## src/rtl/fft_mem_pkg.sv

```systemverilog
`default_nettype none
// ============================================================================
// Module   : fft_mem_pkg
// Brief    : Shared constants and types for the FFT data SRAM port sharing.
// Revision : 1.0 - initial release
// ============================================================================
package fft_mem_pkg;

    localparam int SRAM_AW = 8;
    localparam int SRAM_DW = 128;

    // Bit write enables are active low, so all ones means "write nothing".
    localparam logic [SRAM_DW-1:0] BWEB_NONE = {SRAM_DW{1'b1}};

    // Encodings double as grant-vector indices: bit 0 = scan, bit 1 = FFT.
    typedef enum logic {
        OWN_SCAN = 1'b0,
        OWN_FFT  = 1'b1
    } mem_owner_t;

endpackage : fft_mem_pkg
`default_nettype wire

```

## src/rtl/rr_arb2.sv

```systemverilog
`default_nettype none
// ============================================================================
// Module   : rr_arb2
// Brief    : Two-way round-robin arbiter with FFT lock override. Grant is
//            combinational; the last-winner pointer is registered.
// Revision : 1.0 - initial release
// ============================================================================
module rr_arb2
    import fft_mem_pkg::*;
(
    input  logic       clk,
    input  logic       rst_n,
    input  logic       lock,
    input  logic [1:0] req,
    output logic [1:0] gnt
);

    mem_owner_t r_last_own;
    mem_owner_t w_winner;
    logic       w_any;

    // Pick the winner: sole requester wins; on conflict lock forces FFT,
    // otherwise whoever did not win last time goes next.
    always_comb begin
        w_winner = r_last_own;
        w_any    = 1'b0;
        case (req)
            2'b01: begin
                w_winner = OWN_SCAN;
                w_any    = 1'b1;
            end
            2'b10: begin
                w_winner = OWN_FFT;
                w_any    = 1'b1;
            end
            2'b11: begin
                w_any = 1'b1;
                if (lock) begin
                    w_winner = OWN_FFT;
                end else if (r_last_own == OWN_FFT) begin
                    w_winner = OWN_SCAN;
                end else begin
                    w_winner = OWN_FFT;
                end
            end
            default: begin
                w_winner = r_last_own;
                w_any    = 1'b0;
            end
        endcase
    end

    // Expand the winner into a one-hot grant vector.
    always_comb begin
        gnt = 2'b00;
        if (w_any) begin
            gnt = (w_winner == OWN_FFT) ? 2'b10 : 2'b01;
        end
    end

    // Remember every winner, lock grants included, so fairness resumes cleanly.
    always_ff @(posedge clk or negedge rst_n) begin
        if (!rst_n) begin
            r_last_own <= OWN_FFT;
        end else if (w_any) begin
            r_last_own <= w_winner;
        end
    end

endmodule : rr_arb2
`default_nettype wire

```

## src/rtl/sram_port_arbiter.sv

```systemverilog
`default_nettype none
// ============================================================================
// Module   : sram_port_arbiter
// Brief    : Shares the single-port FFT data SRAM between the scan path and
//            the FFT engine; routes read data back to the issuing requester
//            and counts denied-request cycles for debug.
// Revision : 1.0 - initial release
// ============================================================================
module sram_port_arbiter
    import fft_mem_pkg::*;
#(
    parameter int AW = SRAM_AW,
    parameter int DW = SRAM_DW,
    parameter int CW = 16
) (
    input  logic          clk,
    input  logic          rst_n,
    input  logic          fft_lock,
    input  logic          scan_req,
    input  logic          scan_we,
    input  logic [AW-1:0] scan_addr,
    input  logic [DW-1:0] scan_wdata,
    input  logic [DW-1:0] scan_bweb,
    output logic          scan_gnt,
    output logic          scan_rvalid,
    output logic [DW-1:0] scan_rdata,
    input  logic          fft_req,
    input  logic          fft_we,
    input  logic [AW-1:0] fft_addr,
    input  logic [DW-1:0] fft_wdata,
    output logic          fft_gnt,
    output logic          fft_rvalid,
    output logic [DW-1:0] fft_rdata,
    output logic          sram_ren,
    output logic          sram_wen,
    output logic [AW-1:0] sram_addr,
    output logic [DW-1:0] sram_wdata,
    output logic [DW-1:0] sram_bweb,
    input  logic [DW-1:0] sram_rdata,
    input  logic          conflict_clr,
    output logic [CW-1:0] conflict_cnt
);

    localparam logic [DW-1:0] c_bweb_none = {DW{1'b1}};
    localparam logic [CW-1:0] c_cnt_max   = {CW{1'b1}};
    localparam logic [CW-1:0] c_cnt_one   = {{(CW-1){1'b0}}, 1'b1};

    logic [1:0]    w_gnt;
    logic          w_denied;
    logic          r_rd_pend;
    mem_owner_t    r_rd_own;
    logic [CW-1:0] r_cnt;

    rr_arb2 u_rr_arb2 (
        .clk   (clk),
        .rst_n (rst_n),
        .lock  (fft_lock),
        .req   ({fft_req, scan_req}),
        .gnt   (w_gnt)
    );

    assign scan_gnt = w_gnt[0];
    assign fft_gnt  = w_gnt[1];

    // Steer the winner onto the SRAM pins; idle drives a harmless no-op.
    always_comb begin
        sram_ren   = 1'b0;
        sram_wen   = 1'b0;
        sram_addr  = '0;
        sram_wdata = '0;
        sram_bweb  = c_bweb_none;
        if (scan_gnt) begin
            sram_addr = scan_addr;
            if (scan_we) begin
                sram_wen   = 1'b1;
                sram_wdata = scan_wdata;
                sram_bweb  = scan_bweb;
            end else begin
                sram_ren = 1'b1;
            end
        end else if (fft_gnt) begin
            sram_addr = fft_addr;
            if (fft_we) begin
                sram_wen   = 1'b1;
                sram_wdata = fft_wdata;
                sram_bweb  = '0;
            end else begin
                sram_ren = 1'b1;
            end
        end
    end

    // Tag each issued read with its owner so the returning line goes home.
    always_ff @(posedge clk or negedge rst_n) begin
        if (!rst_n) begin
            r_rd_pend <= 1'b0;
            r_rd_own  <= OWN_FFT;
        end else begin
            r_rd_pend <= sram_ren;
            if (sram_ren) begin
                r_rd_own <= scan_gnt ? OWN_SCAN : OWN_FFT;
            end
        end
    end

    assign scan_rvalid = r_rd_pend && (r_rd_own == OWN_SCAN);
    assign fft_rvalid  = r_rd_pend && (r_rd_own == OWN_FFT);
    assign scan_rdata  = scan_rvalid ? sram_rdata : '0;
    assign fft_rdata   = fft_rvalid  ? sram_rdata : '0;

    assign w_denied = (scan_req && !scan_gnt) || (fft_req && !fft_gnt);

    // Saturating debug count of denied cycles; clear wins over increment.
    always_ff @(posedge clk or negedge rst_n) begin
        if (!rst_n) begin
            r_cnt <= '0;
        end else if (conflict_clr) begin
            r_cnt <= '0;
        end else if (w_denied && (r_cnt != c_cnt_max)) begin
            r_cnt <= r_cnt + c_cnt_one;
        end
    end

    assign conflict_cnt = r_cnt;

endmodule : sram_port_arbiter
`default_nettype wire

```

## config.mk

```make
export PLATFORM = sky130hd
export DESIGN_NAME = sram_port_arbiter
export DESIGN_NICKNAME = d
export VERILOG_FILES = /design/src/rtl/fft_mem_pkg.sv /design/src/rtl/rr_arb2.sv /design/src/rtl/sram_port_arbiter.sv
export SDC_FILE = /design/constraint.sdc
export NUM_CORES = 1
export LEC_CHECK = 0
export ABC_AREA = 1
export CAP_MARGIN = 20
export CORE_AREA = 5 5 416 418
export DETAILED_ROUTE_END_ITERATION = 12
export DIE_AREA = 0 0 421 423
export GPL_TIMING_DRIVEN = 0
export PLACE_DENSITY_LB_ADDON = 0.08
export SLEW_MARGIN = 20
export SYNTH_ARGS = -nofsm -noshare
export SYNTH_HDL_FRONTEND = slang
export SYNTH_HIERARCHICAL = 1
export SYNTH_SLANG_ARGS = --single-unit
```

## constraint.sdc

```tcl
create_clock -name clk -period 6.86 [get_ports clk]
set_input_delay 2.058 -clock clk [delete_from_list [all_inputs] [get_ports clk]]
set_output_delay 2.058 -clock clk [all_outputs]
set_load 0.02 [all_outputs]
```

==> impl_metrics.ini, run 1 <==
[critical_path]
slowest_delay_ns = 0.63
critPathCapture = sram_wdata[21]
cp.arrival_ns = 4.67
r2r_slack_ns = 4.65
path_depth = 9
r2r-start = u_rr_arb2/r_last_own$_DFFE_PN1P_
crit_fanout = 10
crit_chain = clkdlybuf4s50_1 -> a21boi_4 -> buf_6 -> nand2_1 -> inv_1 -> buf_4 -> buf_4 -> a22o_1 -> clkdlybuf4s50_1
cp_num_buf_inv = 6
critPathKind = in -> out
critPathRequiredTime_ns = 4.80
r2r-end = r_rd_own$_DFFE_PN1P_
critPathSlowestCell = clkdlybuf4s50_1
endpoint_kind = output pin
reg2reg_depth = 8
crit_family = buffers and inverters
cp-startpoint = scan_req
cp-start-kind = primary input

[placed_design]
hpwl_um = 113200
place_ws_ns = -1.093
port_buffers = 1077
place_congestion = 0.8710
dp_cells = 4341

[detailed_routing]
drt_pass1_iterations = 5
wire_per_inst_um = 27.59
post-route-drc-count = 0
antenna_left = 0
wirelength_um = 120400
dr.first_iter.drc_count = 634
viasPerCell = 2.695
num_vias = 11760

[grt]
grt_pass1_wl_um = 147200
antenna_found_initial = 57
grt_usage_pct = 12.62
grt_start_max_net_pins = 20
first_global_vias = 12230
grt_overflow_total = 0

[die]
initial_core_util_pct = 3.142
core_area_mm2 = 0.1687
rows = 151
io_pins = 1078
dieWidth_um = 421
die_h_um = 423
die_area_mm2 = 0.1781

[sta]
fin_crit_sh_pct = 98.07
fin_skew_ns = 0.002597
period_minus_slack_ns = 6.728
rsz0062_at_grt = yes
fmax_ghz = 0.1486
finalMaxSlewViolations = 0
finalSetupViolCount = 0
relSlewSlack_pct = 41.26
hold_violations = 0
tightest_slew_ns = 0.8811
setup_ws_ns = 0.1322

[synth]
synth_seq_area_share_pct = 9.016
synth-simple-area-share_pct = 46.16
synth_commonest_cells = nand2_1 (322), nor2_1 (277), inv_1 (150)
ys_warn_count = 6
synth_compound_area_share_pct = 24.14
synth_xor_area_share_pct = 0.4956
synth.most_common_cell = nand2_1
synth_mux_area_share_pct = 0
syn_nets = 1583
yosys.area_share.adder_pct = 0.2360
synth_top_family_by_area = simple AND/OR/NAND/NOR gates
synth_top_cell_by_area = nand2_1
ys_async_sr_fraction_pct = 100.0
synthTopCellsByArea = nand2_1 (23%), a22o_1 (22%), nor2_1 (20%)
synth_area_mm2 = 0.005301
synth_top_cell_area_share_pct = 22.80
synth_seq_cells = 19
avgSynthCellArea_um2 = 5.068
synth_edf_count = 0
ys.flop_type = dfrtp_1
syn_inst = 1046
yosysUniqueCellTypes = 28

[clock_tree]
clk_pin_slew_worst_paths_ns = 0.06
cts.sinks = 19
cts_max_level = 1
cts.path.max_buffers = 2
clk_latency_ns = 0.25
clock-root-buffer = clkbuf_16
hold_buffers = 0
cts_buffers = 3
cts_tree = built

[final_layout]
fin_nets = 2667
multi_input_area_mm2 = 0.003791
fin_cells = 4364
drive_above_1_share_pct = 5.777
n_fill_cell = 19750
fin_util_pct = 11.21
area_delta_synth_final_pct = 256.7
regArea_um2 = 478.0

[power_and_ir_drop]
ir_drop_mv = 0.05118
seq_power_share_pct = 7.0
swShare_pct = 50.83
power.density_mw_per_mm2 = 90.48
p_leak_nw = 7.733
power.internal_mw = 0.8414
p_sw_mw = 0.8698
clkPwrFrac_pct = 7.4
p_comb_share_pct = 85.6

[outcome]
run_status = completed

[job]
cap_violations = 0

[hold_path]
hold_path.class = reg -> reg
layout by cell type, fill, tap and decap left out, types with 2 or more instances in the layout:
cell type,synthesis,final
clkbuf_4,0,2
a22o_1,136,129
buf_6,1,5
a21oi_1,4,4
dfrtp_1,17,17
nand3_1,14,14
dfstp_2,2,2
o21bai_1,2,2
nand2_2,6,6
o21ai_0,6,6
nand4_1,6,6
buf_4,18,28
clkbuf_16,0,3
diode_2,0,17
dlygate4sd2_1,0,149
buf_2,39,29
a22o_2,0,7
nor2_2,4,3
xor2_1,3,3
nor2_4,2,3
clkdlybuf4s15_2,0,23
dlymetal6s2s_1,0,10
inv_1,150,149
clkdlybuf4s15_1,0,4
nand2_1,322,322
clkdlybuf4s50_1,0,885
nor2_1,277,277
clkbuf_1,27,27
inv_2,2,3
metal layers:
layer | vias to the layer above | GRT usage, % | wire, um
li1 | 5405 | - | -
met1 | 5628 | 12.91 | 43120
met2 | 634 | 23.51 | 62120
met3 | 68 | 7.187 | 14440
met4 | 24 | 0.4075 | 552
met5 | - | 0 | 138
cell families after synthesis:
| logic type | count (synthesis) |
|---|---|
| fa+ha+maj | 1 |
| simple gates | 632 |
| xor+xnor | 3 |
| flops | 19 |
| compound gates | 150 |
| buf+inv | 241 |
state kept, by name, summed over array words and instances (netlist names):
register              flops
conflict_cnt             16
r_rd_own                  1
r_rd_pend                 1
u_rr_arb2/r_last_own      1
power by group through the flow:
| stage | clock network (mW) | logic [mW] | registers, mW |
|---|---|---|---|
| floorplan | 0 | 0.514 | 0.123 |
| global placement | 0 | 1.55 | 0.122 |
| detailed placement | 0 | 1.54 | 0.122 |
| CTS | 0.136 | 1.51 | 0.120 |
| global route | 0.138 | 1.56 | 0.120 |
| finish | 0.127 | 1.46 | 0.120 |
worst reg2reg max path: stages, from the launching register on:
cell and delay (ns):
dfstp_2 0.54, nand2_1 0.08, a21boi_4 0.26, buf_4 0.19, nor2_4 0.04, buf_4 0.17
nand2_1 0.23, o21ai_0 0.36, o21ai_0 0.26
per-stage QoR:
stage | hold slack (ns) | power, mW | instance area (um^2) | TNS [ns]
final | 0.4789 | 1.711 | 18910 | 0
after global routing | 0.5186 | 1.816 | 18870 | -0.001502
after CTS | 0.4822 | 1.767 | 18840 | 0
after detailed placement | 0.4714 | 1.662 | 18860 | -167.49
after global placement | 0.4847 | 1.671 | 18860 | -171.38
after floorplan | 0.4535 | 0.6370 | 5301 | 0
worst min path at each step:
stage          depth (start not counted)                              from                                to
2_1_floorplan                          2  u_rr_arb2/r_last_own$_DFFE_PN1P_  u_rr_arb2/r_last_own$_DFFE_PN1P_
3_3_place_gp                           2  u_rr_arb2/r_last_own$_DFFE_PN1P_  u_rr_arb2/r_last_own$_DFFE_PN1P_
3_5_place_dp                           2  u_rr_arb2/r_last_own$_DFFE_PN1P_  u_rr_arb2/r_last_own$_DFFE_PN1P_
4_1_cts                                2  u_rr_arb2/r_last_own$_DFFE_PN1P_  u_rr_arb2/r_last_own$_DFFE_PN1P_
5_1_grt                                2  u_rr_arb2/r_last_own$_DFFE_PN1P_  u_rr_arb2/r_last_own$_DFFE_PN1P_
6_report                               2  u_rr_arb2/r_last_own$_DFFE_PN1P_  u_rr_arb2/r_last_own$_DFFE_PN1P_
area by class of cell:
type,count,area share (%)
plain buffers,88,2.805
inverters,153,3.050
clock buffers,3,0.3970
multi-input cells,786,20.05
clock inverters,1,0.02646
flip-flops and latches,19,2.527
repair buffers,1079,56.25
diodes,17,0.2249
well taps,2218,14.67
repair_timing:
| action | in CTS | in global routing |
|---|---|---|
| pin swaps | 2 | 1 |
| buffers inserted | 2 | 0 |
| resized for setup | 271 | 16 |
| setup endpoints to repair | 266 | 57 |
No activity file was read; power rests on OpenSTA's default activity.
==> run 2, diff against run 1 <==
--- a/config.mk
+++ b/config.mk
@@ -7,12 +7,11 @@
 export LEC_CHECK = 0
 export ABC_AREA = 1
 export CAP_MARGIN = 20
-export CORE_AREA = 5 5 416 418
+export CORE_AREA = 5 5 411 413
 export DETAILED_ROUTE_END_ITERATION = 12
-export DIE_AREA = 0 0 421 423
+export DIE_AREA = 0 0 416 418
 export GPL_TIMING_DRIVEN = 0
 export PLACE_DENSITY_LB_ADDON = 0.08
-export SLEW_MARGIN = 20
 export SYNTH_ARGS = -nofsm -noshare
 export SYNTH_HDL_FRONTEND = slang
 export SYNTH_HIERARCHICAL = 1
==> constraint.sdc (replaced) <==
create_clock -name clk -period 5.8 [get_ports clk]
set_input_delay 1.74 -clock clk [delete_from_list [all_inputs] [get_ports clk]]
set_output_delay 1.74 -clock clk [all_outputs]
set_load 0.02 [all_outputs]
==> run 2 against run 1 <==
  * Non-clock buffer count grew 1
  * Wire length grew 3.0%
  * Cell count shrank 0.64%
  * Die area shrank 2.4%
  * Worst hold slack is essentially flat
  * Clock power grew 31%
  * Cell area shrank 1.2%
  * Sequential power grew 18%
  * Setup slack lost 0.0080 ns
  * Via count grew 0.69%
  * Combinational power grew 18%
  * Utilization grew 0.15 points
  * Critical path type unchanged
  * Largest cell class unchanged
  * Largest power group unchanged
==> impl_metrics.ini, run 2 (synthesis results as in run 1) <==
[outcome]
run_status = completed

[power_and_ir_drop]
power.internal_mw = 0.9829
p_leak_nw = 7.660
power.density_mw_per_mm2 = 109.3
clkPwrFrac_pct = 8.2
p_sw_mw = 1.060
p_total_mw = 2.043
ir_drop_mv = 0.08730
p_comb_share_pct = 84.9
seq_power_share_pct = 6.9
swShare_pct = 51.88

[grt]
grt_pass1_wl_um = 149800
grt_usage_pct = 13.23
first_global_vias = 12140
antenna_found_initial = 68
grt_overflow_total = 0
grt_start_max_net_pins = 13

[sta]
finalSetupViolCount = 0
tns_ns = 0
relSlewSlack_pct = 35.69
fin_crit_sh_pct = 97.86
finalMaxSlewViolations = 0
period_minus_slack_ns = 5.676
fmax_ghz = 0.1762
hold_violations = 0
fin_skew_ns = 0.003593
rsz0062_at_grt = yes
tightest_slew_ns = 0.9647

[critical_path]
cp_common_cell = buf_8
cp.arrival_ns = 3.94
slowest_delay_ns = 0.53
cp-start-kind = primary input
reg2reg_depth = 12
r2r-end = conflict_cnt[12]$_DFFE_PN0P_
r2r-start = u_rr_arb2/r_last_own$_DFFE_PN1P_
critPathSlowestCell = clkdlybuf4s50_1
crit_family = buffers and inverters
critPathKind = in -> out
r2r_slack_ns = 3.62
crit_chain = clkdlybuf4s50_1 -> a21boi_4 -> buf_8 -> nand2_2 -> inv_1 -> buf_8 -> buf_4 -> a22o_1 -> clkbuf_4
cp_num_buf_inv = 6
critPathRequiredTime_ns = 4.06
crit_fanout = 10
endpoint_kind = output pin
path_depth = 9

[final_layout]
stdcell_area_mm2 = 0.01869
layout_commonest_cell = clkdlybuf4s50_1
drive_above_1_share_pct = 12.21
fin_util_pct = 11.36
fin_nets = 2668
area_delta_synth_final_pct = 252.5
final_cell_mix = clkdlybuf4s50_1 (818), nand2_1 (318), nor2_1 (277)
largest_register_ffs = 16
fin_cells = 4336

[hold_path]
hold_path.class = reg -> reg
hold_path_depth = 2
hold-path-endpoint = u_rr_arb2/r_last_own$_DFFE_PN1P_
hp-start = u_rr_arb2/r_last_own$_DFFE_PN1P_

[die]
dieWidth_um = 416
rows = 149
die_h_um = 418
die_area_mm2 = 0.1739
io_pins = 1078
initial_core_util_pct = 3.224
core_area_mm2 = 0.1644

[detailed_routing]
dr.first_iter.drc_count = 672
drt_pass1_iterations = 5
viasPerCell = 2.731
num_vias = 11840
wirelength_um = 123900
antenna_left = 0
wire_per_inst_um = 28.58
post-route-drc-count = 0

[placed_design]
place_congestion = 0.9168
placed_cell_area_mm2 = 0.01886
hpwl_um = 115500
port_buffers = 1077
dp_cells = 4314

[clock_tree]
clock-root-buffer = clkbuf_16
cts.sinks = 19
clk_latency_ns = 0.28
cts_tree = built
cts_max_level = 1
cts_buffers = 3
cts.path.max_buffers = 2
clk_pin_slew_worst_paths_ns = 0.07
hold_buffers = 0

[job]
cap_violations = 0
[run 2: cell types whose count changed in the layout (fill, tap and decap cells not counted), moves of 8 or more]
cell	before	now
dlygate4sd2_1	149	94
clkbuf_2	1	50
clkdlybuf4s15_1	4	12
clkdlybuf4s50_1	885	818
buf_2	29	59
clkdlybuf4s15_2	23	41
a22o_4	0	11
dlymetal6s2s_1	10	1
buf_6	5	14
a22o_1	129	119
[run 2: repair_timing]
| action | CTS | global route |
|---|---|---|
| buffers inserted | 1 | 0 |
| hold endpoints to repair | 0 | 0 |
| pin swaps | 3 | 0 |
| gates resized for setup | 618 | 162 |
| endpoints found under the setup margin | 259 | 180 |
[run 2: area by class of cell]
cell class	instances	area, um^2
antenna	17	42.54
multi-input combinational	786	3896
buffer	88	615.6
inverter	153	576.8
fill	19320	145700
timing repair buffer	1080	10250
clock buffer	3	75.07
clock inverter	1	7.507
tap	2189	2739
sequential	19	478.0
[run 2: worst min-delay path, delay by kind of cell (launching register included)]
family / cells / cell delay, ns
and+or+nand+nor: 2 / 0.11
DFF: 1 / 0.38
[run 2: worst max-delay path by stage]
stage / start / end / slack (ns)
6_report: scan_req / sram_wdata[94] / 0.12
3_3_place_gp: scan_req / sram_wdata[87] / -1.24
2_1_floorplan: fft_lock / sram_wdata[107] / 0.72
4_1_cts: scan_req / sram_wdata[124] / -0.0008
3_5_place_dp: scan_req / sram_wdata[87] / -1.24
5_1_grt: fft_lock / sram_wdata[124] / -0.02
[run 2: power groups by stage]
stage | registers, mW | logic (mW) | clock network (mW)
floorplan | 0.145 | 0.608 | 0
global placement | 0.144 | 1.84 | 0
detailed placement | 0.145 | 1.83 | 0
CTS | 0.142 | 1.78 | 0.185
global route | 0.143 | 1.84 | 0.184
finish | 0.142 | 1.73 | 0.167
[run 2: metal layers]
layer	wire, um	vias to the layer above	GRT usage, %	share of wire (%)
met5	130	-	0	0.10
met4	1836	22	2.636	1.5
li1	-	5419	-	-
met3	12730	108	6.113	10
met1	45530	5636	14.17	37
met2	63710	655	23.90	51
[run 2: through the flow]
step,hold WS (ns),setup WS (ns)
global placement,0.4882,-1.240
detailed placement,0.4744,-1.241
global route,0.5326,-0.01674
finish,0.4793,0.1242
floorplan,0.4535,0.7231
CTS,0.4859,-0.0007998
